File: config.mk
export PLATFORM = sky130hd
export DESIGN_NAME = mux_scan_ctrl_flat
export DESIGN_NICKNAME = d
export VERILOG_FILES = /design/src/rtl/mux_scan_ctrl_if.sv /design/src/rtl/mux_scan_ctrl.sv /design/src/flat_wrapper.sv
export SDC_FILE = /design/constraint.sdc
export NUM_CORES = 1
export LEC_CHECK = 0
export ABC_AREA = 1
export CORE_MARGIN = 2
export CORE_UTILIZATION = 24
export DETAILED_ROUTE_END_ITERATION = 12
export HOLD_SLACK_MARGIN = 0.1
export PLACE_DENSITY = 0.42
export SYNTH_ARGS = -nofsm -noshare
export SYNTH_HDL_FRONTEND = slang
export SYNTH_SLANG_ARGS = --single-unit
File: constraint.sdc
create_clock -name clk -period 2.7 [get_ports clk]
set_clock_uncertainty 0.1 [all_clocks]
set_input_delay 0.54 -clock clk [delete_from_list [all_inputs] [get_ports clk]]
set_output_delay 0.54 -clock clk [all_outputs]
set_load 0.01 [all_outputs]
File: src/rtl/mux_scan_ctrl_if.sv
// Bus between the scan sequencer and its neighbours: mux select/sample,
// frame output handshake, scan control and overrun status.
interface mux_scan_ctrl_if;
    localparam int unsigned SEL_W   = 3;
    localparam int unsigned FRAME_W = 8;

    logic               start;
    logic               cont;
    logic               y_in;
    logic [SEL_W-1:0]   sel;
    logic [FRAME_W-1:0] frame;
    logic               frame_valid;
    logic               frame_ready;
    logic               busy;
    logic               overrun;
    logic               clr_ovr;

    // Environment side: drives control, mux sample and downstream ready
    modport master (
        output start, cont, y_in, frame_ready, clr_ovr,
        input  sel, frame, frame_valid, busy, overrun
    );

    // Sequencer side
    modport slave (
        input  start, cont, y_in, frame_ready, clr_ovr,
        output sel, frame, frame_valid, busy, overrun
    );
endinterface

File: src/rtl/mux_scan_ctrl.sv
// Scan sequencer for an 8:1 mux: steps the select, waits SETTLE_CYC extra
// cycles per channel, samples y_in, and presents the packed byte on a
// valid/ready output with single-shot/continuous modes and sticky overrun.
module mux_scan_ctrl #(
    parameter int unsigned SETTLE_CYC = 1
) (
    input  logic            clk,
    input  logic            rst_n,
    mux_scan_ctrl_if.slave  bus
);
    localparam int unsigned SEL_W   = 3;
    localparam int unsigned CNT_W   = 4;
    localparam int unsigned FRAME_W = 8;

    localparam logic [CNT_W-1:0] CNT_LD   = CNT_W'(SETTLE_CYC);
    localparam logic [SEL_W-1:0] SEL_LAST = SEL_W'(7);

    typedef enum logic [1:0] {
        ST_IDLE,
        ST_SETTLE,
        ST_COMMIT,
        ST_HOLD
    } state_t;

    state_t               r_state;
    state_t               w_state;
    logic [SEL_W-1:0]     r_sel,   w_sel;
    logic [CNT_W-1:0]     r_cnt,   w_cnt;
    logic [FRAME_W-1:0]   r_shift, w_shift;
    logic [FRAME_W-1:0]   r_frame, w_frame;
    logic                 r_fv,    w_fv;
    logic                 r_busy,  w_busy;
    logic                 r_ovr,   w_ovr;
    logic                 w_out_free;

    // Output register can take a new byte if empty or being drained this cycle
    assign w_out_free = ~r_fv | bus.frame_ready;

    // State register
    always_ff @(posedge clk) begin
        if (!rst_n) r_state <= ST_IDLE;
        else        r_state <= w_state;
    end

    // Next-state and next-register values
    always_comb begin
        w_state = r_state;
        w_sel   = r_sel;
        w_cnt   = r_cnt;
        w_shift = r_shift;
        w_frame = r_frame;
        w_fv    = r_fv & ~bus.frame_ready;
        w_ovr   = r_ovr & ~bus.clr_ovr;

        case (r_state)
            ST_IDLE: begin
                if (bus.start) begin
                    w_state = ST_SETTLE;
                    w_sel   = '0;
                    w_cnt   = CNT_LD;
                end
            end
            ST_SETTLE: begin
                if (r_cnt != '0) begin
                    w_cnt = r_cnt - CNT_W'(1);
                end else begin
                    w_shift[r_sel] = bus.y_in;
                    if (r_sel != SEL_LAST) begin
                        w_sel = r_sel + SEL_W'(1);
                        w_cnt = CNT_LD;
                    end else begin
                        w_state = ST_COMMIT;
                    end
                end
            end
            ST_COMMIT: begin
                w_sel = '0;
                if (w_out_free) begin
                    w_frame = r_shift;
                    w_fv    = 1'b1;
                    if (bus.cont) begin
                        w_state = ST_SETTLE;
                        w_cnt   = CNT_LD;
                    end else begin
                        w_state = ST_IDLE;
                    end
                end else if (!bus.cont) begin
                    w_state = ST_HOLD;
                end else begin
                    // Continuous mode with a full output: drop the byte, flag it
                    w_ovr   = 1'b1;
                    w_state = ST_SETTLE;
                    w_cnt   = CNT_LD;
                end
            end
            ST_HOLD: begin
                if (bus.frame_ready) begin
                    w_frame = r_shift;
                    w_fv    = 1'b1;
                    w_state = ST_IDLE;
                end
            end
            default: begin
                w_state = ST_IDLE;
            end
        endcase

        w_busy = (w_state != ST_IDLE);
    end

    // Datapath and output registers
    always_ff @(posedge clk) begin
        if (!rst_n) begin
            r_sel   <= '0;
            r_cnt   <= '0;
            r_shift <= '0;
            r_frame <= '0;
            r_fv    <= 1'b0;
            r_busy  <= 1'b0;
            r_ovr   <= 1'b0;
        end else begin
            r_sel   <= w_sel;
            r_cnt   <= w_cnt;
            r_shift <= w_shift;
            r_frame <= w_frame;
            r_fv    <= w_fv;
            r_busy  <= w_busy;
            r_ovr   <= w_ovr;
        end
    end

    assign bus.sel         = r_sel;
    assign bus.frame       = r_frame;
    assign bus.frame_valid = r_fv;
    assign bus.busy        = r_busy;
    assign bus.overrun     = r_ovr;
endmodule
File: src/flat_wrapper.sv
// flat-port wrapper written by rule: the top's interface ports become plain ports
module mux_scan_ctrl_flat 
#(
    parameter int unsigned SETTLE_CYC = 1
)
  (clk, rst_n, bus_start, bus_cont, bus_y_in, bus_frame_ready, bus_clr_ovr, bus_sel, bus_frame, bus_frame_valid, bus_busy, bus_overrun);
  mux_scan_ctrl_if bus_i ();
  input  logic clk;
  input  logic rst_n;
  input wire logic [$bits(bus_i.start)-1:0] bus_start;
  input wire logic [$bits(bus_i.cont)-1:0] bus_cont;
  input wire logic [$bits(bus_i.y_in)-1:0] bus_y_in;
  input wire logic [$bits(bus_i.frame_ready)-1:0] bus_frame_ready;
  input wire logic [$bits(bus_i.clr_ovr)-1:0] bus_clr_ovr;
  output wire logic [$bits(bus_i.sel)-1:0] bus_sel;
  output wire logic [$bits(bus_i.frame)-1:0] bus_frame;
  output wire logic [$bits(bus_i.frame_valid)-1:0] bus_frame_valid;
  output wire logic [$bits(bus_i.busy)-1:0] bus_busy;
  output wire logic [$bits(bus_i.overrun)-1:0] bus_overrun;
  assign bus_i.start = bus_start;
  assign bus_i.cont = bus_cont;
  assign bus_i.y_in = bus_y_in;
  assign bus_i.frame_ready = bus_frame_ready;
  assign bus_i.clr_ovr = bus_clr_ovr;
  assign bus_sel = bus_i.sel;
  assign bus_frame = bus_i.frame;
  assign bus_frame_valid = bus_i.frame_valid;
  assign bus_busy = bus_i.busy;
  assign bus_overrun = bus_i.overrun;
  mux_scan_ctrl #(.SETTLE_CYC(SETTLE_CYC)) u_core (.clk(clk), .rst_n(rst_n), .bus(bus_i));
endmodule
==> impl_metrics.json, run 1 <==
{
  "setup.worst_path.class": "reg -> out",
  "crit_chain": "clkdlybuf4s50_1",
  "area_growth_pct": 27.41,
  "clk_pin_slew_ns": 0.10,
  "fin_cells": 289,
  "post_cts_resized": 0,
  "fin_setup_tns_ns": 0,
  "hold_start": "u_core.bus.overrun",
  "ant_nets": 0,
  "synth_area_um2": 1310,
  "gp_congestion": 0.7666,
  "vias": 1156,
  "netlist_instances": 196,
  "insertion_delay_ns": 0.28,
  "num_rows": 26,
  "die_area_um2": 6065,
  "setup_viol": 0,
  "antenna_found_initial": 0,
  "max_slew_margin_pct": 81.25,
  "overflow": 0,
  "fmax_mhz": 505.2,
  "post_route_cells_drive_above_1_share_pct": 7.763,
  "grt_pass1_vias": 1015,
  "chipWidth_um": 77.88,
  "layout.nets": 231,
  "post-route-cell-area_um2": 1669,
  "r2r_slack_ns": 1.20,
  "synth_top_cell_by_area": "dfxtp_1",
  "post_drt_wl_per_cell_um": 9.010,
  "critPathMaxFanout": 7,
  "avgViaCountPerCell": 4.000,
  "timing.rr.start": "u_core.bus.sel[1]",
  "grt_pass1_wl_um": 4623,
  "cts_post_setup_buffers_inserted": 0,
  "dpl_cell_area_um2": 1598,
  "ys_seq_area_share_pct": 42.79,
  "wl_um": 2604,
  "first_pass_iters": 4,
  "grtUsageTotal_pct": 9.588,
  "worst_path_dominant_cell_family": "buffers and inverters",
  "slowest_delay_ns": 0.59,
  "post-route-util_pct": 32.27,
  "placedCellCount": 285,
  "drc_errors": 0,
  "critPathLaunch": "u_core.bus.sel[2]",
  "synth-seq-cells": 28,
  "grt_max_degree": 17,
  "ir_drop_mv": 0.2741,
  "netlist_top_cells_area": "dfxtp_1, nor2_1, nand2_1",
  "rsz0062_at_grt": "false",
  "drtIter0Drc": 75,
  "yosys_most_used_dff": "dfxtp_1",
  "leakage_nw": 0.7355,
  "drv_cap": 0,
  "endpoint_kind": "primary output",
  "cts_root_buffer": "clkbuf_8",
  "port_buffers": 20,
  "synth_common_cells": "nor2_1, nand2_1, dfxtp_1",
  "cp_num_buf_inv": 1,
  "htree_levels": 1,
  "synth_most_common_cell": "nor2_1",
  "crit_required_ns": 2.06,
  "status": "completed",
  "core_area_um2": 5172,
  "clock_path_buffers": 2,
  "diodes": 0,
  "synth_top_area_share_pct": 42.79,
  "numCtsBuffers": 3,
  "ys_async_sr_fraction_pct": 0,
  "final_hold_viol_count": 0,
  "cts_tree": "yes",
  "power_mw": 0.9007,
  "synth_edf_count": 0,
  "critPathSlowestCell": "clkdlybuf4s50_1",
  "synth.avg_cell_area_um2": 6.684,
  "cts_sinks": 28,
  "synth_fp_nets": 207,
  "critPathLaunchType": "flip-flop",
  "hpwl_um": 1984,
  "yosysWarnings": 0,
  "slew_violations": 0,
  "tightest_slew_ns": 0.2791,
  "hp-class": "reg -> reg",
  "synth_cell_types": 21,
  "start_util_pct": 25.33,
  "cp.arrival_ns": 1.34,
  "fin_crit_ns": 1.980,
  "p_per_area_nw_per_um2": 539.6,
  "die_h_um": 77.88,
  "cts_hold_repair.buffers": 0,
  "io_pins": 21,
  "period_share_pct": 73.32
}
layer usage:
layer / global-route usage, % / part of all wire (%)
met5: 0 / 0
met2: 14.14 / 41
met1: 12.92 / 53
met3: 1.977 / 3.5
met4: 5.357 / 2.5
area by class of cell:
class                      count  area, µm²
clock buffer                   3      41.29
clock inverter                 1      30.03
fill                         583       3503
inverter                      24      92.59
multi-input combinational    142      649.4
sequential                    28      560.5
tap                           70      87.58
timing repair buffer          21      207.7
per-stage QoR:
step	hold WS [ns]	setup slack, ns
3_3_place_gp	0.3598	0.8185
4_1_cts	0.3800	0.6932
5_1_grt	0.3949	0.6324
3_5_place_dp	0.3649	0.8086
6_report	0.3731	0.7204
2_1_floorplan	0.3463	1.335
flip-flops by register name, indices dropped and copies added, names as in the netlist:
register and cells:
u_core.bus.frame 8, u_core.r_shift 8, u_core.r_cnt 4, u_core.bus.sel 3
u_core.r_state 2, u_core.bus.busy 1, u_core.bus.frame_valid 1, u_core.bus.overrun 1
report_power, final:
part | total [mW] | switching [mW] | internal, mW
logic | 0.122 | 0.0712 | 0.0511
clock network | 0.335 | 0.137 | 0.199
registers | 0.443 | 0.0156 | 0.428
logic make-up after synthesis:
kind of cell	after synthesis	share of synthesized area (%)
AND/OR/NAND/NOR	119	38.21
flip-flops	28	42.79
buffers and inverters	26	7.641
AO/OA/AOI/OAI	18	6.876
adder cells (fa/ha/maj)	4	3.821
XOR/XNOR	1	0.6687
cells in the final DEF (no fill, tap or decap), drive strengths merged:
cell type and n:
nor2 58, nand2 50, dfxtp 28, inv 24
clkdlybuf4s50 20, o21ai 11, nand3 8, a21oi 7
ha 4, clkbuf 3, nor3 1, xor2 1
or2 1, nand4 1, bufinv 1, buf 1
worst paths after layout:
| kind | end | cells past startpoint |
|---|---|---|
| min | u_core.bus.overrun | 2 |
| max | bus_sel[2] | 1 |
| max reg2reg | u_core.r_cnt[3] | 6 |
| min reg2reg | u_core.bus.overrun | 2 |
(Power assumes the default switching activity.)
==> run 2, diff against run 1 <==
==> constraint.sdc (replaced) <==
create_clock -name clk -period 2 [get_ports clk]
set_clock_uncertainty 0.1 [all_clocks]
set_input_delay 0.4 -clock clk [delete_from_list [all_inputs] [get_ports clk]]
set_output_delay 0.4 -clock clk [all_outputs]
set_load 0.01 [all_outputs]
==> run 2 against run 1 <==
Against the previous run:
- sequential power is 35% higher
- wire length is 2.2% higher
- worst setup slack worse by 0.55 ns
- flip-flop and latch count stayed put
- first-iteration DRC count is 52% lower
- critical path type unchanged
- critical endpoint unchanged
==> impl_metrics.json, run 2 (synthesized netlist as in run 1, its figures left out) <==
{
  "grtUsageTotal_pct": 9.895,
  "fmax_mhz": 546.5,
  "core_area_um2": 5172,
  "die_h_um": 77.88,
  "period_share_pct": 91.50,
  "crit_required_ns": 1.50,
  "wl_um": 2661,
  "numCtsBuffers": 3,
  "clk_pin_slew_ns": 0.10,
  "cts_tree": "yes",
  "hold_start": "u_core.bus.overrun",
  "num_rows": 26,
  "post_cts_resized": 0,
  "max_slew_margin_pct": 83.08,
  "holdWs_ns": 0.3751,
  "drtIter0Drc": 36,
  "cp_num_buf_inv": 1,
  "critPathLaunchType": "flip-flop",
  "critPathSlowestCell": "clkdlybuf4s50_1",
  "cts_root_buffer": "clkbuf_8",
  "hpwl_um": 1995,
  "drc_errors": 0,
  "post_drt_wl_per_cell_um": 9.208,
  "chipWidth_um": 77.88,
  "crit_chain": "clkdlybuf4s50_1",
  "post-route-cell-area_um2": 1653,
  "critPathMaxFanout": 7,
  "diodes": 0,
  "gp_congestion": 0.7303,
  "start_util_pct": 25.33,
  "reg2reg_depth": 8,
  "status": "completed",
  "nFillCells": 576,
  "hp-class": "reg -> reg",
  "area_growth_pct": 26.17,
  "fin_setup_tns_ns": 0,
  "insertion_delay_ns": 0.28,
  "htree_levels": 1,
  "first_pass_iters": 4,
  "worst_path_dominant_cell_family": "buffers and inverters",
  "cp-endpoint": "bus_sel[2]",
  "clock_path_buffers": 2,
  "ant_nets": 0,
  "dpl_cell_area_um2": 1598,
  "io_pins": 21,
  "avgViaCountPerCell": 3.920,
  "endpoint_kind": "primary output",
  "grt_pass1_wl_um": 4940,
  "layout_commonest_cell": "nor2_1",
  "final_hold_viol_count": 0,
  "port_buffers": 20,
  "place_ws_ns": 0.2342,
  "cts_sinks": 28,
  "post_route_cells_drive_above_1_share_pct": 7.763,
  "cts_post_setup_buffers_inserted": 0,
  "grt_pass1_vias": 1111,
  "fin_crit_ns": 1.830,
  "rsz0062_at_grt": "false",
  "worst-path-stages": 1,
  "antenna_found_initial": 0,
  "vias": 1133,
  "die_area_um2": 6065,
  "slew_violations": 0,
  "setup_ws_ns": 0.1700,
  "layout_common_cells": "nor2_1, nand2_1, dfxtp_1, inv_1, clkdlybuf4s50_1",
  "slowest_delay_ns": 0.59,
  "drv_cap": 0,
  "tightest_slew_ns": 0.2519,
  "cts_hold_repair.buffers": 0,
  "overflow": 0,
  "critPathLaunch": "u_core.bus.sel[2]",
  "grt_max_degree": 22,
  "setup.worst_path.class": "reg -> out",
  "cp.arrival_ns": 1.33,
  "p_per_area_nw_per_um2": 679.2,
  "timing.rr.start": "u_core.r_cnt[0]",
  "ir_drop_mv": 0.2696,
  "r2r_slack_ns": 0.48,
  "setup_viol": 0,
  "reg2reg_to": "u_core.r_cnt[1]",
  "leakage_nw": 0.7285,
  "layout.nets": 231
}
==> run 2: metal layers <==
| metal | routed length, µm | up-vias | part of all wire [%] | track usage [%] |
|---|---|---|---|---|
| met5 | 0 | - | 0 | 0 |
| met4 | 57 | 0 | 2.1 | 4.821 |
| met3 | 63 | 5 | 2.4 | 1.395 |
| met2 | 1101 | 16 | 41 | 14.83 |
| met1 | 1439 | 471 | 54 | 13.83 |
| li1 | - | 641 | - | - |
==> run 2: per-stage QoR <==
step / total power [mW] / instances / util [%]
after global routing: 1.192 / 289 / 31.95
after floorplan: 0.7223 / 196 / -
after CTS: 1.149 / 289 / 31.95
final: 1.123 / 289 / 31.95
after detailed placement: 0.7789 / 285 / 30.89
after global placement: 0.7809 / 285 / 30.89
==> run 2: cell type report <==
type | count | area (µm²) | area share [%]
clock buffer | 4 | 55.05 | 3.331
inverter | 24 | 92.59 | 5.602
multi-input combinational | 142 | 649.4 | 39.29
sequential | 28 | 560.5 | 33.91
tap | 70 | 87.58 | 5.299
timing repair buffer | 21 | 207.7 | 12.57
==> run 2: worst min-delay path by stage <==
stage | slack [ns] | cells after the start | endpoint
final | 0.38 | 2 | u_core.bus.overrun
after global routing | 0.42 | 2 | u_core.r_shift[3]
after CTS | 0.38 | 2 | u_core.bus.overrun
after detailed placement | 0.37 | 2 | u_core.bus.overrun
after global placement | 0.37 | 2 | u_core.bus.overrun
after floorplan | 0.35 | 2 | u_core.r_shift[5]
==> run 2: power breakdown <==
group	switching (mW)	internal [mW]	total (mW)
combinational	0.0963	0.0692	0.166
clock	0.183	0.176	0.359
sequential	0.0205	0.577	0.598
total	0.300	0.823	1.12
